[src/rtl/fda_uart_pkg.sv]
// Shared constants and FSM encoding for the UART capture streamer.
// STREAMER_HEADER_EN adds the header states to the state encoding.
package fda_uart_pkg;

    localparam logic [7:0] CMD_START = 8'h53;
    localparam logic [7:0] CMD_ABORT = 8'h58;
    localparam logic [7:0] CMD_CLEAR = 8'h43;
    localparam logic [7:0] HDR_SYNC  = 8'hA5;

`ifdef STREAMER_HEADER_EN
    typedef enum logic [2:0] {StIdle, StHdr, StHdrGap, StFetch, StSend} state_e;
`else
    typedef enum logic [1:0] {StIdle, StFetch, StSend} state_e;
`endif

endpackage

[src/rtl/streamer_ram.sv]
// Simple dual-port capture buffer: one write port, one synchronous read port.
module streamer_ram #(
    parameter int unsigned ADDR_W = 8
) (
    input  logic              clk,
    input  logic              wr_en,
    input  logic [ADDR_W-1:0] wr_addr,
    input  logic [7:0]        wr_data,
    input  logic              rd_en,
    input  logic [ADDR_W-1:0] rd_addr,
    output logic [7:0]        rd_data
);

    logic [7:0] mem [2**ADDR_W];

    always_ff @(posedge clk) begin
        if (wr_en) begin
            mem[wr_addr] <= wr_data;
        end
        if (rd_en) begin
            rd_data <= mem[rd_addr];
        end
    end

endmodule

[src/rtl/uart_capture_streamer.sv]
// Circular capture buffer streamed to the TxD FIFO channel under 'S'/'X'/'C' commands.
// Define STREAMER_HEADER_EN to prefix each stream with A5, Len[15:8], Len[7:0].
module uart_capture_streamer
    import fda_uart_pkg::*;
#(
    parameter int unsigned ADDR_W = 8
) (
    input  logic              Clock,
    input  logic              Reset,
    input  logic [7:0]        Cmd,
    input  logic              CmdValid,
    input  logic              WrEn,
    input  logic [7:0]        WrData,
    input  logic              DataReceived,
    output logic [7:0]        TxData,
    output logic              RequestToSend,
    output logic              Busy,
    output logic              Overflow,
    output logic [ADDR_W:0]   Count
);

    localparam int unsigned   DEPTH = 2**ADDR_W;
    localparam logic [ADDR_W:0] FULL = (ADDR_W+1)'(DEPTH);

    state_e            state_q, state_d;
    logic [ADDR_W-1:0] wr_ptr_q, rd_ptr_q;
    logic [ADDR_W:0]   count_q, len_q;
    logic              overflow_q, abort_q;
    logic [7:0]        ram_rdata;

    logic cmd_start, cmd_abort, cmd_clear;
    logic full, push, pop, do_clear, rts;

    assign cmd_start = CmdValid && (Cmd == CMD_START);
    assign cmd_abort = CmdValid && (Cmd == CMD_ABORT);
    assign cmd_clear = CmdValid && (Cmd == CMD_CLEAR);
    assign do_clear  = cmd_clear && (state_q == StIdle);
    // Full is judged on the pre-edge count, so a same-cycle pop never admits the write.
    assign full      = (count_q == FULL);
    assign push      = WrEn && !full && !do_clear;
    assign pop       = DataReceived && (state_q == StSend);

`ifdef STREAMER_HEADER_EN
    logic [1:0]  hdr_idx_q;
    logic [15:0] len16;
    assign len16 = 16'(len_q);
`endif

    streamer_ram #(
        .ADDR_W (ADDR_W)
    ) u_ram (
        .clk     (Clock),
        .wr_en   (push),
        .wr_addr (wr_ptr_q),
        .wr_data (WrData),
        .rd_en   (state_q == StFetch),
        .rd_addr (rd_ptr_q),
        .rd_data (ram_rdata)
    );

    always_ff @(posedge Clock) begin
        if (!Reset) begin
            state_q <= StIdle;
        end else begin
            state_q <= state_d;
        end
    end

    always_comb begin
        state_d = state_q;
        unique case (state_q)
            StIdle: begin
                if (cmd_start && (count_q != '0)) begin
`ifdef STREAMER_HEADER_EN
                    state_d = StHdr;
`else
                    state_d = StFetch;
`endif
                end
            end
`ifdef STREAMER_HEADER_EN
            StHdr: begin
                if (DataReceived) begin
                    if (cmd_abort || abort_q) state_d = StIdle;
                    else if (hdr_idx_q == 2'd2) state_d = StFetch;
                    else state_d = StHdrGap;
                end
            end
            StHdrGap: state_d = cmd_abort ? StIdle : StHdr;
`endif
            StFetch: state_d = cmd_abort ? StIdle : StSend;
            StSend: begin
                if (DataReceived) begin
                    if (cmd_abort || abort_q || (len_q == 1)) state_d = StIdle;
                    else state_d = StFetch;
                end
            end
            default: state_d = StIdle;
        endcase
    end

    always_comb begin
        TxData        = '0;
        RequestToSend = 1'b0;
        Busy          = (state_q != StIdle);
        case (state_q)
            StSend: begin
                TxData        = ram_rdata;
                RequestToSend = 1'b1;
            end
`ifdef STREAMER_HEADER_EN
            StHdr: begin
                RequestToSend = 1'b1;
                case (hdr_idx_q)
                    2'd0:    TxData = HDR_SYNC;
                    2'd1:    TxData = len16[15:8];
                    default: TxData = len16[7:0];
                endcase
            end
`endif
            default: ;
        endcase
    end

    assign rts = RequestToSend;

    always_ff @(posedge Clock) begin
        if (!Reset) begin
            wr_ptr_q   <= '0;
            rd_ptr_q   <= '0;
            count_q    <= '0;
            len_q      <= '0;
            overflow_q <= 1'b0;
            abort_q    <= 1'b0;
        end else begin
            if (do_clear) begin
                wr_ptr_q   <= '0;
                rd_ptr_q   <= '0;
                count_q    <= '0;
                overflow_q <= 1'b0;
            end else begin
                if (push) wr_ptr_q <= wr_ptr_q + 1'b1;
                if (pop) rd_ptr_q <= rd_ptr_q + 1'b1;
                if (WrEn && full) overflow_q <= 1'b1;
                if (push && !pop) count_q <= count_q + 1'b1;
                else if (pop && !push) count_q <= count_q - 1'b1;
            end
            if ((state_q == StIdle) && (state_d != StIdle)) len_q <= count_q;
            else if (pop) len_q <= len_q - 1'b1;
            // An abort seen mid-handshake is remembered until the byte is acknowledged.
            if (state_d == StIdle) abort_q <= 1'b0;
            else if (cmd_abort && rts) abort_q <= 1'b1;
        end
    end

`ifdef STREAMER_HEADER_EN
    always_ff @(posedge Clock) begin
        if (!Reset || (state_q == StIdle)) begin
            hdr_idx_q <= '0;
        end else if ((state_q == StHdr) && DataReceived) begin
            hdr_idx_q <= hdr_idx_q + 1'b1;
        end
    end
`endif

    assign Count    = count_q;
    assign Overflow = overflow_q;

endmodule

[config.mk]
export PLATFORM = sky130hd
export DESIGN_NAME = uart_capture_streamer
export DESIGN_NICKNAME = d
export VERILOG_FILES = /design/src/rtl/fda_uart_pkg.sv /design/src/rtl/streamer_ram.sv /design/src/rtl/uart_capture_streamer.sv
export SDC_FILE = /design/constraint.sdc
export NUM_CORES = 2
export LEC_CHECK = 0
export ABC_AREA = 1
export CAP_MARGIN = 20
export CORE_MARGIN = 2
export CORE_UTILIZATION = 50
export CTS_BUF_LIST = sky130_fd_sc_hd__clkbuf_2 sky130_fd_sc_hd__clkbuf_4 sky130_fd_sc_hd__clkbuf_8
export CTS_CLUSTER_DIAMETER = 30
export DETAILED_ROUTE_END_ITERATION = 12
export PLACE_DENSITY = 0.74
export SYNTH_ARGS = -nofsm -noshare
export SYNTH_HDL_FRONTEND = slang
export SYNTH_SLANG_ARGS = --single-unit
[constraint.sdc]
create_clock -name Clock -period 5.5 [get_ports Clock]
set_input_delay 1.1 -clock Clock [delete_from_list [all_inputs] [get_ports Clock]]
set_output_delay 1.1 -clock Clock [all_outputs]
set_load 0.005 [all_outputs]
==> results.yml <==
logic_synthesis:
  yosysWarningCount: 0
  synth.distinct_cells: 37
  yosysSeqAreaShare: 0.712
  yosys_register_bits: 2094
  synth_fp_nets: 8059
  syn_inst: 8022
  syn_area_um2: 87700
  avgSynthCellArea_um2: 10.9
global_routing:
  grt.busiest_layer: "met2"
  antenna_found_initial: 2
  grt_pass1_vias: 59515
  use_met2: 0.411
  grt-ovfl-total: 0
  globalRouteMet3Util: 0.0580
  grt.total_usage: 0.263
  grt_use_met1: 0.347
  grt_max_degree: 179
  grt_first_pass_wirelength_mm: 355
worst_setup_path:
  worstPathArrival_ns: 3.33
  path_class: "reg -> out"
  cpMaxStageDelayCell: "clkdlybuf4s50_1"
  path_max_fanout: 9
  cp-end-kind: "output pin"
  r2r_cells: 9
  r2r_end: "u_ram.mem[132][6]$_DFFE_PP_"
  cp_common_cell: "nor2_1"
  setup.worst_path.start: "state_q[1]$_SDFF_PN0_"
  timing.rr.start: "Count[0]$_SDFFE_PP0P_"
  cp-start-kind: "flip-flop"
  crit_end: "TxData[1]"
  cp_slowest_stage_delay_ns: 0.62
  critPathRequiredTime_ns: 4.40
  r2r_slack_ns: 1.60
  crit_chain: "inv_1 > nor2_1 > clkinv_1 > nor2_1 > clkdlybuf4s50_1"
power_and_ir_drop:
  leakagePower_nw: 36.4
  finalPower_mw: 34.7
  vdd_ir_drop_max_mv: 0.210
  p_per_area_nw_per_um2: 351
finish:
  drive_gt1_frac: 0.0961
  fillers: 13857
  ff_latch_area_um2: 62500
  multi_input_area_um2: 21200
  nNetsFinal: 8152
  synthToLayoutAreaGrowth_pct: 12.6
outcome:
  status: "finished, final reports clean"
die:
  die_y_um: 423
  start_util: 0.504
  chipWidth_um: 423
  core_um2: 174000
  num_io_pins: 41
  die_area_um2: 179000
  num_rows: 153
sta:
  fin_ws_ns: 1.07
  skew_ns: 0.0719
  fin_crit_sh: 0.806
  max_freq_ghz: 0.226
  final_max_slew_viol_count: 0
  slew_headroom: 0.255
  timing.setup.tns_ns: 0
  finalCriticalPeriod_ns: 4.43
  finalSetupViolations: 0
  rsz0062_at_grt: "no"
  hold_violations: 0
  worst_pin_slew_ns: 1.11
clocking:
  post_cts_buffers: 0
  clock_sinks: 2094
  cts_made_buffers: 411
  ctsResizeCount: 0
  clock_latency_ns: 1.06
  htree_levels: 5
  clk_pin_slew_ns: 0.06
  cts-root-buf: "clkbuf_8"
  cts_tree: "built"
  clk_path_buf_depth: 4
  postCtsHoldBufs: 0
drt:
  via_per_inst: 5.74
  drtPass1Iterations: 9
  drc: 0
  postRouteAntennaNets: 0
  routed_wl_mm: 240
  vias: 61710
  wl_per_cell_um: 22.3
  drt_iter0_drc: 9106
run:
  maxCapViolations: 0
placed_design:
  place_congestion: 0.942
  dp_hpwl_mm: 139
  port_buffers: 40
  pre_cts_slack_ns: 0.666
min_path:
  hp-class: "reg -> reg"
==> cell families after synthesis <==
logic type	synth area share
AND/OR/NAND/NOR	0.184
flip-flops	0.712
AO/OA/AOI/OAI	0.0535
buffers and inverters	0.0470
XOR/XNOR	0.00140
adder cells (fa/ha/maj)	0.00237
==> power by group <==
part	internal, mW	switching [mW]	leakage (nW)
Sequential	17.5	0.0227	18.8
Clock	9.78	6.68	4.44
Combinational	0.121	0.509	13.2
==> per-stage QoR <==
step | instance area, um2 | cells | util | hold WS (ns)
2_1_floorplan | 87700 | 8022 | - | 0.447
3_3_place_gp | 90100 | 10027 | 0.517 | 0.438
3_5_place_dp | 90100 | 10027 | 0.517 | 0.442
4_1_cts | 98800 | 10755 | 0.567 | 0.445
5_1_grt | 98800 | 10756 | 0.567 | 0.467
6_report | 98800 | 10757 | 0.567 | 0.447
==> placed cells by master, fill, tap and decap left out, drive strengths merged, types with 37 or more instances in the layout <==
cell      Yosys  layout
o21ai       630     630
dfxtp        38      38
clkinvlp      0      37
a21oi       120     120
nand2      2066    2066
edfxtp     2056    2056
nor2       1333    1333
buf         323     118
inv         486     493
o211ai      103     103
clkbuf      147     490
bufinv        0      46
nand3       617     617
clkinv       13     161
==> critical path: cells and delay by family (launching register included) <==
family | cells | cell delay (ns)
flip-flops | 1 | 0.33
AND/OR/NAND/NOR | 2 | 0.80
buffers and inverters | 3 | 1.16
==> state kept, by name, indices dropped and copies added, names as in the netlist <==
register	cells
u_ram.mem	2048
Count	9
len_q	9
rd_ptr_q	8
u_ram.rd_data	8
wr_ptr_q	8
state_q	2
Overflow	1
abort_q	1
==> Yosys cell counts <==
library cell	n	area, um2
nand2_1	2066	7750
edfxtp_1	2056	61700
nor2_1	1332	5000
nand3_1	616	3080
o21ai_0	570	2850
inv_1	481	1810
buf_2	208	1040
clkbuf_1	147	552
a21oi_1	120	601
o211ai_1	103	773
buf_1	65	244
o21ai_1	60	300
buf_4	40	300
dfxtp_1	38	761
a31oi_1	18	113
ha_1	15	188
clkinv_1	13	48.8
buf_6	10	113
nor3_1	10	50.1
xor2_1	9	78.8
nand4_1	8	50.1
or2_2	6	37.5
inv_2	5	18.8
xnor2_1	5	43.8
nand4_2	4	50.1
and3_1	3	18.8
o22ai_1	3	18.8
nor4_1	2	12.5
a211oi_1	1	7.51
a311oi_1	1	8.76
fa_1	1	20.0
nand3_2	1	10.0
nor2_2	1	6.26
nor3b_1	1	7.51
nor4_4	1	21.3
o21a_1	1	7.51
o311ai_0	1	8.76
==> cell type report <==
type / count / area share
sequential: 2094 / 0.632
inverter: 499 / 0.0192
clock inverter: 238 / 0.0246
tap: 2325 / 0.0294
timing repair buffer: 150 / 0.0165
multi-input combinational: 4959 / 0.214
antenna: 2 / 0.0000506
clock buffer: 490 / 0.0636
==> how the worst min path moves through the flow <==
| stage | depth (start not counted) | slack [ns] | endpoint | from |
|---|---|---|---|---|
| after floorplan | 2 | 0.45 | Overflow$_SDFFE_PP0P_ | Overflow$_SDFFE_PP0P_ |
| after global placement | 2 | 0.44 | Overflow$_SDFFE_PP0P_ | Overflow$_SDFFE_PP0P_ |
| after detailed placement | 2 | 0.44 | Overflow$_SDFFE_PP0P_ | Overflow$_SDFFE_PP0P_ |
| after CTS | 1 | 0.44 | u_ram.mem[12][6]$_DFFE_PP_ | WrData[6] |
| after global routing | 2 | 0.47 | Overflow$_SDFFE_PP0P_ | Overflow$_SDFFE_PP0P_ |
| final | 2 | 0.45 | Overflow$_SDFFE_PP0P_ | Overflow$_SDFFE_PP0P_ |
==> metal layers <==
metal  wire length [um]  vias up  part of all wire
met5                 13        -          0.000054
met4              11600        2             0.049
li1                   -    27464                 -
met2             111000     3998              0.46
met3              27300      706              0.11
met1              90400    29540              0.38
Power figures use the tool's default switching activity.
